[config.mk]
export PLATFORM = sky130hd
export DESIGN_NAME = layer_sequencer
export DESIGN_NICKNAME = d
export VERILOG_FILES = /design/src/rtl/fnn_ctrl_pkg.sv /design/src/rtl/layer_out_capture.sv /design/src/rtl/layer_sequencer.sv
export SDC_FILE = /design/constraint.sdc
export NUM_CORES = 1
export LEC_CHECK = 0
export CORE_AREA = 2 2 403 405
export CTS_CLUSTER_SIZE = 25
export DETAILED_ROUTE_END_ITERATION = 8
export DIE_AREA = 0 0 405 407
export GPL_TIMING_DRIVEN = 0
export PLACE_DENSITY = 0.43
export RECOVER_POWER = 25
export SYNTH_ARGS = -nofsm -noshare
export SYNTH_HDL_FRONTEND = slang
export SYNTH_SLANG_ARGS = --single-unit
[constraint.sdc]
create_clock -name clk -period 1.95 [get_ports clk]
set_input_delay 0.585 -clock clk [delete_from_list [all_inputs] [get_ports clk]]
set_output_delay 0.585 -clock clk [all_outputs]
set_load 0.03 [all_outputs]
[src/rtl/fnn_ctrl_pkg.sv]
// Shared control types for the fully connected layer sequencers.
// Each layer's sequencer imports this package.
package fnn_ctrl_pkg;

    typedef enum logic [2:0] {
        IDLE,
        STREAM,
        DRAIN,
        WAIT_OUT,
        DONE
    } seq_state_t;

    // Width of an index into n entries; never narrower than one bit.
    function automatic int unsigned addr_width(input int unsigned n);
        return (n > 1) ? $clog2(n) : 1;
    endfunction

endpackage

[src/rtl/layer_out_capture.sv]
// Per-neuron result register bank with a completion mask.
// Flags a neuron that reports twice within one layer pass.
module layer_out_capture
    import fnn_ctrl_pkg::*;
#(
    parameter int NUM_NEURONS = 30,
    parameter int DATA_WIDTH  = 16
) (
    input  logic                              clk,
    input  logic                              rst,
    input  logic                              clear,
    input  logic                              enable,
    input  logic [NUM_NEURONS-1:0]            outvalid,
    input  logic [NUM_NEURONS*DATA_WIDTH-1:0] data_in,
    output logic [NUM_NEURONS*DATA_WIDTH-1:0] data_out,
    output logic                              all_done,
    output logic                              dup_err
);

    logic [NUM_NEURONS-1:0] mask_q;
    logic [NUM_NEURONS-1:0] hit;

    assign hit      = enable ? outvalid : '0;
    // Neurons finishing in this very cycle already count toward completion.
    assign all_done = &(mask_q | hit);
    assign dup_err  = |(mask_q & hit);

    // NOTE: the result bank is reset along with the mask, so layer_out reads 0
    // after reset; clear only restarts the mask and the last result stays visible.
    always_ff @(posedge clk or negedge rst) begin
        if (!rst) begin
            mask_q   <= '0;
            data_out <= '0;
        end else begin
            if (clear) begin
                mask_q <= '0;
            end else begin
                mask_q <= mask_q | hit;
            end
            for (int i = 0; i < NUM_NEURONS; i++) begin
                if (hit[i]) begin
                    data_out[i*DATA_WIDTH +: DATA_WIDTH] <= data_in[i*DATA_WIDTH +: DATA_WIDTH];
                end
            end
        end
    end

endmodule

[src/rtl/layer_sequencer.sv]
// Streams one layer's input vector to its neuron array and collects
// every neuron's activation into layer_out before handing off.
module layer_sequencer
    import fnn_ctrl_pkg::*;
#(
    parameter int NUM_INPUTS  = 784,
    parameter int NUM_NEURONS = 30,
    parameter int DATA_WIDTH  = 16,
    parameter int TIMEOUT     = 64
) (
    input  logic                                 clk,
    input  logic                                 rst,
    input  logic                                 start,
    output logic                                 in_rd_en,
    output logic [addr_width(NUM_INPUTS)-1:0]    in_rd_addr,
    input  logic [DATA_WIDTH-1:0]                in_rd_data,
    output logic [DATA_WIDTH-1:0]                neuron_in,
    output logic                                 neuron_in_valid,
    input  logic [NUM_NEURONS-1:0]               neuron_outvalid,
    input  logic [NUM_NEURONS*DATA_WIDTH-1:0]    neuron_out,
    output logic [NUM_NEURONS*DATA_WIDTH-1:0]    layer_out,
    output logic                                 layer_out_valid,
    output logic                                 busy,
    output logic                                 err
);

    localparam int AW = addr_width(NUM_INPUTS);
    localparam int TW = $clog2(TIMEOUT + 1);
    localparam logic [AW-1:0] LAST_ADDR = AW'(NUM_INPUTS - 1);
    localparam logic [TW-1:0] TMO_LAST  = TW'(TIMEOUT - 1);

    seq_state_t     state_q, state_d;
    logic [AW-1:0]  addr_q;
    logic [TW-1:0]  tmo_q;
    logic           err_q;
    logic           valid_q;
    logic           accept;
    logic           stream_last;
    logic           timeout_hit;
    logic           all_done;
    logic           dup_err;
    logic           cap_en;

    assign accept      = (state_q == IDLE) && start;
    assign stream_last = (state_q == STREAM) && (addr_q == LAST_ADDR);
    assign timeout_hit = (state_q == WAIT_OUT) && !all_done && (tmo_q == TMO_LAST);
    assign cap_en      = (state_q != IDLE);

    // NOTE: every signal written here gets a default first so no latch is inferred.
    always_comb begin
        state_d         = state_q;
        in_rd_en        = 1'b0;
        layer_out_valid = 1'b0;
        busy            = (state_q != IDLE);
        case (state_q)
            IDLE:     if (start) state_d = STREAM;
            STREAM: begin
                in_rd_en = 1'b1;
                if (stream_last) state_d = DRAIN;
            end
            DRAIN:    state_d = WAIT_OUT;
            WAIT_OUT: begin
                if (all_done)         state_d = DONE;
                else if (timeout_hit) state_d = IDLE;
            end
            DONE: begin
                layer_out_valid = 1'b1;
                state_d         = IDLE;
            end
            default:  state_d = IDLE;
        endcase
    end

    // NOTE: state registers use non-blocking assignments so every flop samples
    // the pre-edge values of the others.
    always_ff @(posedge clk or negedge rst) begin
        if (!rst) begin
            state_q <= IDLE;
            addr_q  <= '0;
            tmo_q   <= '0;
            err_q   <= 1'b0;
            valid_q <= 1'b0;
        end else begin
            state_q <= state_d;
            valid_q <= in_rd_en;
            // The address stops at LAST_ADDR and is cleared, so it never wraps.
            if (state_q == STREAM && !stream_last) begin
                addr_q <= addr_q + AW'(1);
            end else begin
                addr_q <= '0;
            end
            if (state_q == WAIT_OUT) begin
                tmo_q <= tmo_q + TW'(1);
            end else begin
                tmo_q <= '0;
            end
            if (accept) begin
                err_q <= 1'b0;
            end else if (dup_err || timeout_hit
                         || (state_q == STREAM && |neuron_outvalid)) begin
                err_q <= 1'b1;
            end
        end
    end

    assign in_rd_addr      = addr_q;
    assign neuron_in_valid = valid_q;
    // The buffer registers each read, so its data lines up with valid_q.
    assign neuron_in       = valid_q ? in_rd_data : '0;
    assign err             = err_q;

    layer_out_capture #(
        .NUM_NEURONS (NUM_NEURONS),
        .DATA_WIDTH  (DATA_WIDTH)
    ) u_capture (
        .clk      (clk),
        .rst      (rst),
        .clear    (accept),
        .enable   (cap_en),
        .outvalid (neuron_outvalid),
        .data_in  (neuron_out),
        .data_out (layer_out),
        .all_done (all_done),
        .dup_err  (dup_err)
    );

endmodule
==> impl_metrics.tcl, run 1 <==
set metrics [dict create \
    worstSetupPathType "register to primary output" \
    slowest_stage "or3_4" \
    htree_levels 3 \
    fin_setup_tns_ps -123490 \
    firstDrtPassIters 4 \
    crit_fanout 2 \
    power.density_nw_per_um2 1490 \
    cts_tree "done" \
    post-route-min-period_ps 2670 \
    clock_path_buffers 3 \
    io_pins 1040 \
    ctsRootBufferMaster "clkbuf_16" \
    power_frac_seq_pct 30.9 \
    clk-insertion-delay-late_ps 660 \
    postLayoutCoreUtil_pct 22.9 \
    grt_pass1_vias 16836 \
    globalplace.congestion 0.824 \
    setup_viol 634 \
    grt_usage_pct 12.1 \
    port_buffers 1039 \
    maxSlewHeadroom_pct 9.17 \
    dpl.hpwl_mm 83.1 \
    path_cells "or3_4, buf_8, buf_8, buf_12, buf_12, buf_12" \
    finalPower_uw 54400 \
    ys_seq_area_share_pct 65.1 \
    switching_share_pct 40.5 \
    ys.flop_type "dfrtp_1" \
    layout-drive-gt1-share_pct 50.2 \
    ys_seq_elements 532 \
    ir_worst_vdd_v 0.000747 \
    yosysWarnings 0 \
    viasPerCell 3.37 \
    antenna_left 0 \
    skew_ps 33.1 \
    place_ws_ps -961 \
    coreArea_um2 160000 \
    yosysTopAreaCell "dfrtp_1" \
    synth_top_area_share_pct 65.1 \
    final_cells 4745 \
    drc 0 \
    chipHeight_um 407 \
    rsz0062_at_grt "yes" \
    r2r_cells 10 \
    rr_endpoint "err" \
    rows 147 \
    post-route-period-util_pct 137 \
    cp-start-kind "register" \
    cp.required_ps 1360 \
    routedWlPerCell_um 22.3 \
    nNetsFinal 3046 \
    synth-edff-count 0 \
    worstSetupEndpointType "primary output" \
    vias 15972 \
    hp-class "input pin to asynchronous set/reset pin" \
    final_hold_viol_count 0 \
    maxCapViolCount 0 \
    gr-total-overflow 0 \
    grt_first_pass_wirelength_mm 138 \
    dieArea_um2 165000 \
    die_x_um 405 \
    power_frac_comb_pct 44.4 \
    p_int_uw 32400 \
    violations "negative setup slack" \
    rr_startpoint "state_q[0]" \
    cts_buffers 72 \
    cp-startpoint "state_q[0]" \
    antenna_found_initial 39 \
    area_growth_pct 79.1 \
    status "finished with violations" \
    wl_mm 106 \
    reg2reg_slack_ps -410 \
    yosysMostFrequentCell "dfrtp_1" \
    yosys-top-cells-count "dfrtp_1, mux2_2, nor2_1, nand3_1, a21oi_1" \
    start_util_pct 12.8 \
    syn_area_um2 20400 \
    synthCells 1299 \
    clkPwrFrac_pct 24.7 \
    async_flop_share_pct 100 \
    place_inst 4504 \
    finalMaxSlewViolations 0 \
    grt_start_max_net_pins 98 \
    net-switching-power_uw 22000 \
    cp_data_arrival_time_ps 2080 \
    fmax_mhz 375 \
    cts.sinks 532 \
    tightest_slew_ps 1360 \
    drt-initial-drc-count 657 \
    clk_pin_slew_ps 60 \
    ys_types 31 \
    crit_path_frequent_cell "buf_12" \
    p_leak_uw 0.0157 \
    layout_setup_ws_ps -719 \
    synth.area.top_cells "dfrtp_1, mux2_2, buf_6" \
    mappedNetlistNets 1830 \
    cpPeakStageDelay_ps 410 \
    synth.avg_cell_area_um2 15.7 \
]
==> registers in the layout, summed over array words and instances, names as in the netlist <==
name,cells
err,1
in_rd_addr,10
neuron_in_valid,1
state_q,3
tmo_q,7
u_capture.data_out,480
u_capture.mask_q,30
==> power by group through the flow <==
stage               Combinational (µW)  Sequential (µW)  Clock (µW)
finish                           24200            16800       13400
global route                     25500            17300       14500
CTS                              25500            16800       14100
detailed placement               24200            17000           0
global placement                 24100            17000           0
floorplan                         5880            23400           0
==> repair_timing <==
action                     in CTS  in global routing
hold endpoints to repair       17                 87
setup endpoints to repair    1034                963
pin swaps                       3                 14
hold buffers                    1                  2
gates cloned                    5                 14
buffers inserted               29                 47
resized for setup             688                899
==> per-stage QoR <==
stage                     hold slack, ps  area, µm²
after CTS                           -119      37000
after detailed placement             433      33700
final                                375      36600
after global routing                 468      36600
after floorplan                      289      20500
after global placement               480      33600
==> area by class of cell <==
type	instances	area [µm²]
fillers	17203	124000
plain buffers	46	708
clock inverters	21	239
well taps	2160	2700
clock buffers	109	2130
multi-input cells	718	7390
flip-flops and latches	532	13300
repair buffers	1142	10100
inverters	3	11.3
diodes	14	35.0
==> layer usage <==
| metal | GRT usage (%) | wire length [µm] | up-vias |
|---|---|---|---|
| met4 | 3.89 | 3300 | 4 |
| met3 | 4.51 | 8510 | 187 |
| met5 | 0 | 27 | - |
| met1 | 13.1 | 39100 | 8064 |
| met2 | 21.5 | 54900 | 626 |
| li1 | - | - | 7091 |
==> layout by cell type, fill, tap and decap left out, drive strengths merged, types with 5 or more instances in the layout <==
master / synthesis / final
clkdlybuf4s15: 0 / 34
o21ai: 5 / 5
xor2: 8 / 8
nor2: 54 / 54
dlymetal6s2s: 0 / 39
dfrtp: 532 / 532
clkdlybuf4s50: 0 / 527
clkbuf: 3 / 492
nand2: 35 / 35
mux2: 480 / 480
nand3: 39 / 39
diode: 0 / 14
nand4: 9 / 9
a21oi: 32 / 32
buf: 43 / 203
clkinv: 0 / 12
inv: 3 / 7
and2: 17 / 17
nor4: 16 / 16
==> critical path: cells and delay by family, from the launching register on <==
family	cells	cell delay (ps)
buf+inv	5	600
simple gates	1	410
flops	1	400
==> kinds of logic (layout without fill, tap and decap cells) <==
| kind of cell | count (synthesis) | count (layout) | synth area share [%] |
|---|---|---|---|
| AND/OR/NAND/NOR | 181 | 181 | 4.59 |
| multiplexers | 480 | 480 | 26.4 |
| AO/OA/AOI/OAI | 43 | 43 | 1.13 |
| buffers and inverters | 49 | 1321 | 2.08 |
| flip-flops | 532 | 532 | 65.1 |
| other | 0 | 14 | 0 |
| XOR/XNOR | 12 | 12 | 0.514 |
| adder cells (fa/ha/maj) | 2 | 2 | 0.122 |
==> worst max-delay path by stage <==
stage | endpoint | cells after the start | slack (ps)
2_1_floorplan | u_capture.data_out[101] | 6 | -10
3_3_place_gp | u_capture.data_out[291] | 1 | -27410
3_5_place_dp | busy | 6 | -960
4_1_cts | busy | 6 | -820
5_1_grt | busy | 6 | -810
6_report | busy | 6 | -720
No activity file was read; power rests on OpenSTA's default activity.
==> run 2, diff against run 1 <==
--- a/config.mk
+++ b/config.mk
@@ -6,6 +6,7 @@
 export NUM_CORES = 1
 export LEC_CHECK = 0
 export CORE_AREA = 2 2 403 405
+export CTS_CLUSTER_DIAMETER = 80
 export CTS_CLUSTER_SIZE = 25
 export DETAILED_ROUTE_END_ITERATION = 8
 export DIE_AREA = 0 0 405 407
==> run 2 against run 1 <==
The flow still finishes with violations (negative setup slack); largest cell class unchanged; clock power fell by 19%; critical path type unchanged; first-iteration DRC count rose by 3.0%; critical endpoint unchanged; highest routed layer unchanged; worst hold slack improved by 14 ps; sequential power barely moved; combinational power fell by 2%; maximum frequency fell by 0.14%; utilization fell by 0.66 points; count of clock-buffer cells in the layout fell by 56; final cell count fell by 1.1%; setup slack got worse by 3.7 ps; global-route usage fell by 0.10 points; via count fell by 1.0%.
==> impl_metrics.tcl, run 2 (same netlist as run 1, synthesis figures left out) <==
set metrics [dict create \
    clk-insertion-delay-late_ps 660 \
    firstDrtPassIters 5 \
    place_ws_ps -961 \
    htree_levels 2 \
    cts_buffers 49 \
    grt_pass1_vias 16729 \
    fin_setup_tns_ps -135040 \
    grt_usage_pct 12.0 \
    drt-initial-drc-count 677 \
    crit_fanout 2 \
    path_cells "or3_4, buf_8, buf_8, buf_12, buf_12, buf_12" \
    routedWlPerCell_um 22.3 \
    cts.sinks 532 \
    status "finished with violations" \
    area_growth_pct 73.9 \
    hp-class "input pin to asynchronous set/reset pin" \
    globalplace.congestion 0.824 \
    p_leak_uw 0.0151 \
    layout_setup_ws_ps -723 \
    crit_path_frequent_cell "buf_12" \
    rows 147 \
    io_pins 1040 \
    antenna_left 0 \
    tightest_slew_ps 1340 \
    cts_tree "done" \
    coreArea_um2 160000 \
    finalMaxSlewViolations 0 \
    maxCapViolCount 0 \
    worstSetupPathType "register to primary output" \
    regMostFlops "u_capture.data_out" \
    rr_endpoint "u_capture.data_out[261]" \
    nNetsFinal 3004 \
    cpPeakStageDelay_ps 410 \
    final_hold_viol_count 0 \
    slowest_stage "dfrtp_2" \
    die_x_um 405 \
    antenna_found_initial 38 \
    drc 0 \
    setup_viol 652 \
    skew_ps 28.5 \
    violations "negative setup slack" \
    final_cell_mix "clkdlybuf4s50_1, dfrtp_1, mux2_2" \
    cp-start-kind "register" \
    holdBufCountCts 1 \
    fmax_mhz 374 \
    maxSlewHeadroom_pct 10.7 \
    ir_worst_vdd_v 0.000733 \
    rsz0062_at_grt "yes" \
    wl_mm 104 \
    grt_start_max_net_pins 98 \
    clk_pin_slew_ps 80 \
    layout_commonest_cell "clkdlybuf4s50_1" \
    chipHeight_um 407 \
    worstSetupEndpointType "primary output" \
    layout-drive-gt1-share_pct 51.1 \
    start_util_pct 12.8 \
    cp.required_ps 1360 \
    post-route-period-util_pct 137 \
    reg2reg_slack_ps -420 \
    clock_path_buffers 3 \
    fillCellCount 17296 \
    power.density_nw_per_um2 1450 \
    rr_startpoint "state_q[2]" \
    largest_reg_flops 480 \
    cp_data_arrival_time_ps 2090 \
    grt_first_pass_wirelength_mm 138 \
    port_buffers 1039 \
    dieArea_um2 165000 \
    vias 15805 \
    r2r_cells 8 \
    gr-total-overflow 0 \
    ctsRootBufferMaster "clkbuf_16" \
    viasPerCell 3.37 \
    post-route-min-period_ps 2670 \
    dpl.hpwl_mm 83.1 \
]
-- run 2: cell types whose count changed in the layout (fill, tap and decap cells not counted), moves of 7 or more --
cell	change
a21oi_1	-14
a21oi_2	+9
buf_12	-8
buf_2	+44
clkbuf_1	-16
clkbuf_16	-31
clkbuf_2	-23
clkbuf_8	-18
clkdlybuf4s15_2	-7
dlymetal6s2s_1	-20
mux2_2	+7
mux2_4	-7
-- run 2: metrics by stage --
stage	utilization (%)	instances	hold WS, ps	cell area, µm²	total power [µW]
after floorplan	-	1299	289	20500	29200
after global placement	21.0	4498	480	33600	41100
after detailed placement	21.1	4504	433	33700	41100
after CTS	22.7	4643	-99.9	36400	53900
after global routing	22.2	4682	464	35500	54200
final	22.2	4692	389	35600	51400
-- run 2: how the worst max path moves through the flow --
stage / end / startpoint / depth (start not counted) / slack (ps)
after CTS: busy / state_q[0] / 6 / -820
final: busy / state_q[2] / 6 / -720
after global routing: busy / state_q[2] / 6 / -810
after global placement: u_capture.data_out[291] / rst / 1 / -27410
after floorplan: u_capture.data_out[101] / state_q[2] / 6 / -10
after detailed placement: busy / state_q[2] / 6 / -960
-- run 2: metal layers --
layer	wire length, µm	part of all wire, %	global-route usage (%)
met4	2850	2.7	3.73
met5	27	0.026	0
met2	54300	52	21.4
met3	9000	8.6	4.28
met1	38300	37	13.1
-- run 2: where the power goes --
part / leakage, µW / switching (µW) / internal, µW / total, µW
clock network: 0.000845 / 5560 / 5300 / 10900
logic: 0.00805 / 14300 / 9510 / 23800
registers: 0.00616 / 2110 / 14700 / 16800
total: 0.0151 / 21900 / 29500 / 51400
-- run 2: critical path, delay by kind of cell (launching register included) --
family / cells / cell delay, ps
buffers and inverters: 5 / 600
DFF: 1 / 410
and+or+nand+nor: 1 / 410
-- run 2: cell type report --
class	instances	area, µm²	share of cell area, %
antenna	18	45.0	0.127
timing repair buffer	1123	9610	27.0
clock inverter	39	480	1.35
clock buffer	53	1250	3.52
sequential	532	13300	37.5
multi-input combinational	718	7450	21.0
inverter	3	11.3	0.0317
tap	2160	2700	7.60
buffer	46	676	1.90
-- run 2: what timing repair did --
action                      CTS  global route
buffers inserted             38            27
pin swaps                     3            17
hold endpoints to repair     17           102
gates resized for setup     963           801
setup endpoints to repair  1034           925
gates cloned                  8             6
==> run 3, diff against run 2 <==
--- a/config.mk
+++ b/config.mk
@@ -5,13 +5,13 @@
 export SDC_FILE = /design/constraint.sdc
 export NUM_CORES = 1
 export LEC_CHECK = 0
+export ABC_CLOCK_PERIOD_IN_PS = 1950
 export CORE_AREA = 2 2 403 405
 export CTS_CLUSTER_DIAMETER = 80
-export CTS_CLUSTER_SIZE = 25
+export CTS_CLUSTER_SIZE = 24
 export DETAILED_ROUTE_END_ITERATION = 8
 export DIE_AREA = 0 0 405 407
 export GPL_TIMING_DRIVEN = 0
-export PLACE_DENSITY = 0.43
 export RECOVER_POWER = 25
 export SYNTH_ARGS = -nofsm -noshare
 export SYNTH_HDL_FRONTEND = slang
==> run 3 against run 2 <==
The run still ends with negative setup slack left; setup slack better by 15 ps; count of clock-buffer cells in the layout up 1; clock skew up 27 ps; sequential power about the same; total power up 1.3%; clock power down 4%; largest cell class unchanged; die area unchanged; non-clock buffer count down 6.
==> impl_metrics.tcl, run 3 (same netlist as run 1, synthesis figures left out) <==
set metrics [dict create \
    final_cell_mix "clkdlybuf4s50_1, dfrtp_1, mux2_2" \
    status "finished with violations" \
    cts.sinks 532 \
    cp.required_ps 1360 \
    tightest_slew_ps 1200 \
    cts_tree "done" \
    fillCellCount 17041 \
    area_growth_pct 77.5 \
    worstSetupEndpointType "primary output" \
    finalMaxSlewViolations 0 \
    ir_worst_vdd_v 0.000921 \
    vias 16008 \
    fmax_mhz 376 \
    seq_area_um2 13300 \
    layout_setup_ws_ps -708 \
    p_leak_uw 0.0160 \
    post-route-period-util_pct 136 \
    crit_fanout 2 \
    hp-class "register to register" \
    setup_viol 771 \
    globalplace.congestion 0.856 \
    grt_start_max_net_pins 118 \
    layout-drive-gt1-share_pct 45.5 \
    skew_ps 55.5 \
    maxSlewHeadroom_pct 19.7 \
    dieArea_um2 165000 \
    routedWlPerCell_um 24.1 \
    grt_first_pass_wirelength_mm 145 \
    cp-start-kind "register" \
    violations "negative setup slack" \
    coreArea_um2 160000 \
    htree_levels 2 \
    cp_data_arrival_time_ps 2070 \
    place_ws_ps -934 \
    clock_path_buffers 3 \
    regMostFlops "u_capture.data_out" \
    start_util_pct 12.8 \
    multi_input_area_um2 7450 \
    cts_buffers 47 \
    wl_mm 113 \
    drt-initial-drc-count 724 \
    maxCapViolCount 0 \
    layout_commonest_cell "clkdlybuf4s50_1" \
    clk-insertion-delay-late_ps 650 \
    postLayoutCoreUtil_pct 22.6 \
    clk_pin_slew_ps 90 \
    post-route-min-period_ps 2660 \
    worstSetupPathType "register to primary output" \
    die_x_um 405 \
    reg2reg_slack_ps -400 \
    antenna_found_initial 58 \
    antenna_left 0 \
    rows 147 \
    fin_setup_tns_ps -166330 \
    gr-total-overflow 0 \
    nNetsFinal 2996 \
    firstDrtPassIters 4 \
    drc 0 \
    port_buffers 1039 \
    chipHeight_um 407 \
    ctsRootBufferMaster "clkbuf_16" \
    viasPerCell 3.43 \
    power.density_nw_per_um2 1440 \
    place_inst 4503 \
    grt_pass1_vias 16669 \
    whs_ps 488 \
    rsz0062_at_grt "yes" \
    io_pins 1040 \
    grt_usage_pct 12.9 \
    largest_reg_flops 480 \
    final_cells 4673 \
    dpl.hpwl_mm 93.2 \
    final_hold_viol_count 0 \
]
==> run 3: cell types whose count changed in the layout (fill, tap and decap cells not counted), moves of 5 or more <==
cell,previous run,this run
buf_2,62,112
buf_4,69,107
mux2_2,462,469
mux2_4,18,11
buf_6,62,52
clkbuf_16,55,50
clkinv_2,7,2
a21oi_2,11,6
dlymetal6s2s_1,19,145
diode_2,18,11
clkdlybuf4s15_2,25,19
clkbuf_2,340,144
buf_12,26,21
==> run 3: worst paths after layout <==
check                                                to  startpoint  cells after the start
worst min register to register                 tmo_q[0]    tmo_q[0]                      1
max in group asynchronous       u_capture.data_out[232]         rst                      5
worst max register to register  u_capture.data_out[311]  state_q[2]                      8
worst max-delay path                               busy  state_q[2]                      6
min in group asynchronous       u_capture.data_out[429]         rst                      3
worst min-delay path                           tmo_q[0]    tmo_q[0]                      1
==> run 3: metrics by stage <==
| step | total power, µW | area [µm²] |
|---|---|---|
| after floorplan | 29200 | 20500 |
| after global placement | 41500 | 33600 |
| after detailed placement | 41700 | 33700 |
| after CTS | 53500 | 36100 |
| after global routing | 54700 | 36300 |
| final | 52100 | 36300 |
==> run 3: per-layer routing <==
| layer | wire length (µm) | vias to the layer above | track usage [%] |
|---|---|---|---|
| met5 | 48 | - | 0 |
| met4 | 2550 | 8 | 3.82 |
| met2 | 58200 | 682 | 22.8 |
| met1 | 39600 | 8175 | 13.6 |
| li1 | - | 6962 | - |
| met3 | 12200 | 181 | 6.15 |
==> run 3: repair_timing <==
| item | in CTS | in global routing |
|---|---|---|
| endpoints found under the setup margin | 1029 | 1009 |
| buffers inserted | 48 | 12 |
| pin swaps | 7 | 20 |
| resized for setup | 1333 | 509 |
| cloned | 7 | 4 |
| hold buffers | 2 | 1 |
| hold endpoints to repair | 51 | 83 |
==> run 3: cell type report <==
class	instances	area share, %
Tap cell	2160	7.45
Sequential cell	532	36.7
Buffer	46	1.78
Multi-Input combinational cell	718	20.5
Antenna cell	11	0.0759
Inverter	3	0.0310
Timing Repair Buffer	1117	28.7
Clock inverter	32	1.40
Clock buffer	54	3.31
==> run 3: power by group <==
part           switching (µW)  internal [µW]  total (µW)
registers                2230          14700       16900
logic                   14600          10100       24600
clock network            5500           5050       10500
total                   22300          29800       52100
==> run 3: worst max-delay path, stage by stage (launching register included) <==
cell and delay [ps]:
dfrtp_2 410, or3_4 390, buf_6 130, buf_8 110, buf_12 110, buf_12 110
buf_12 130
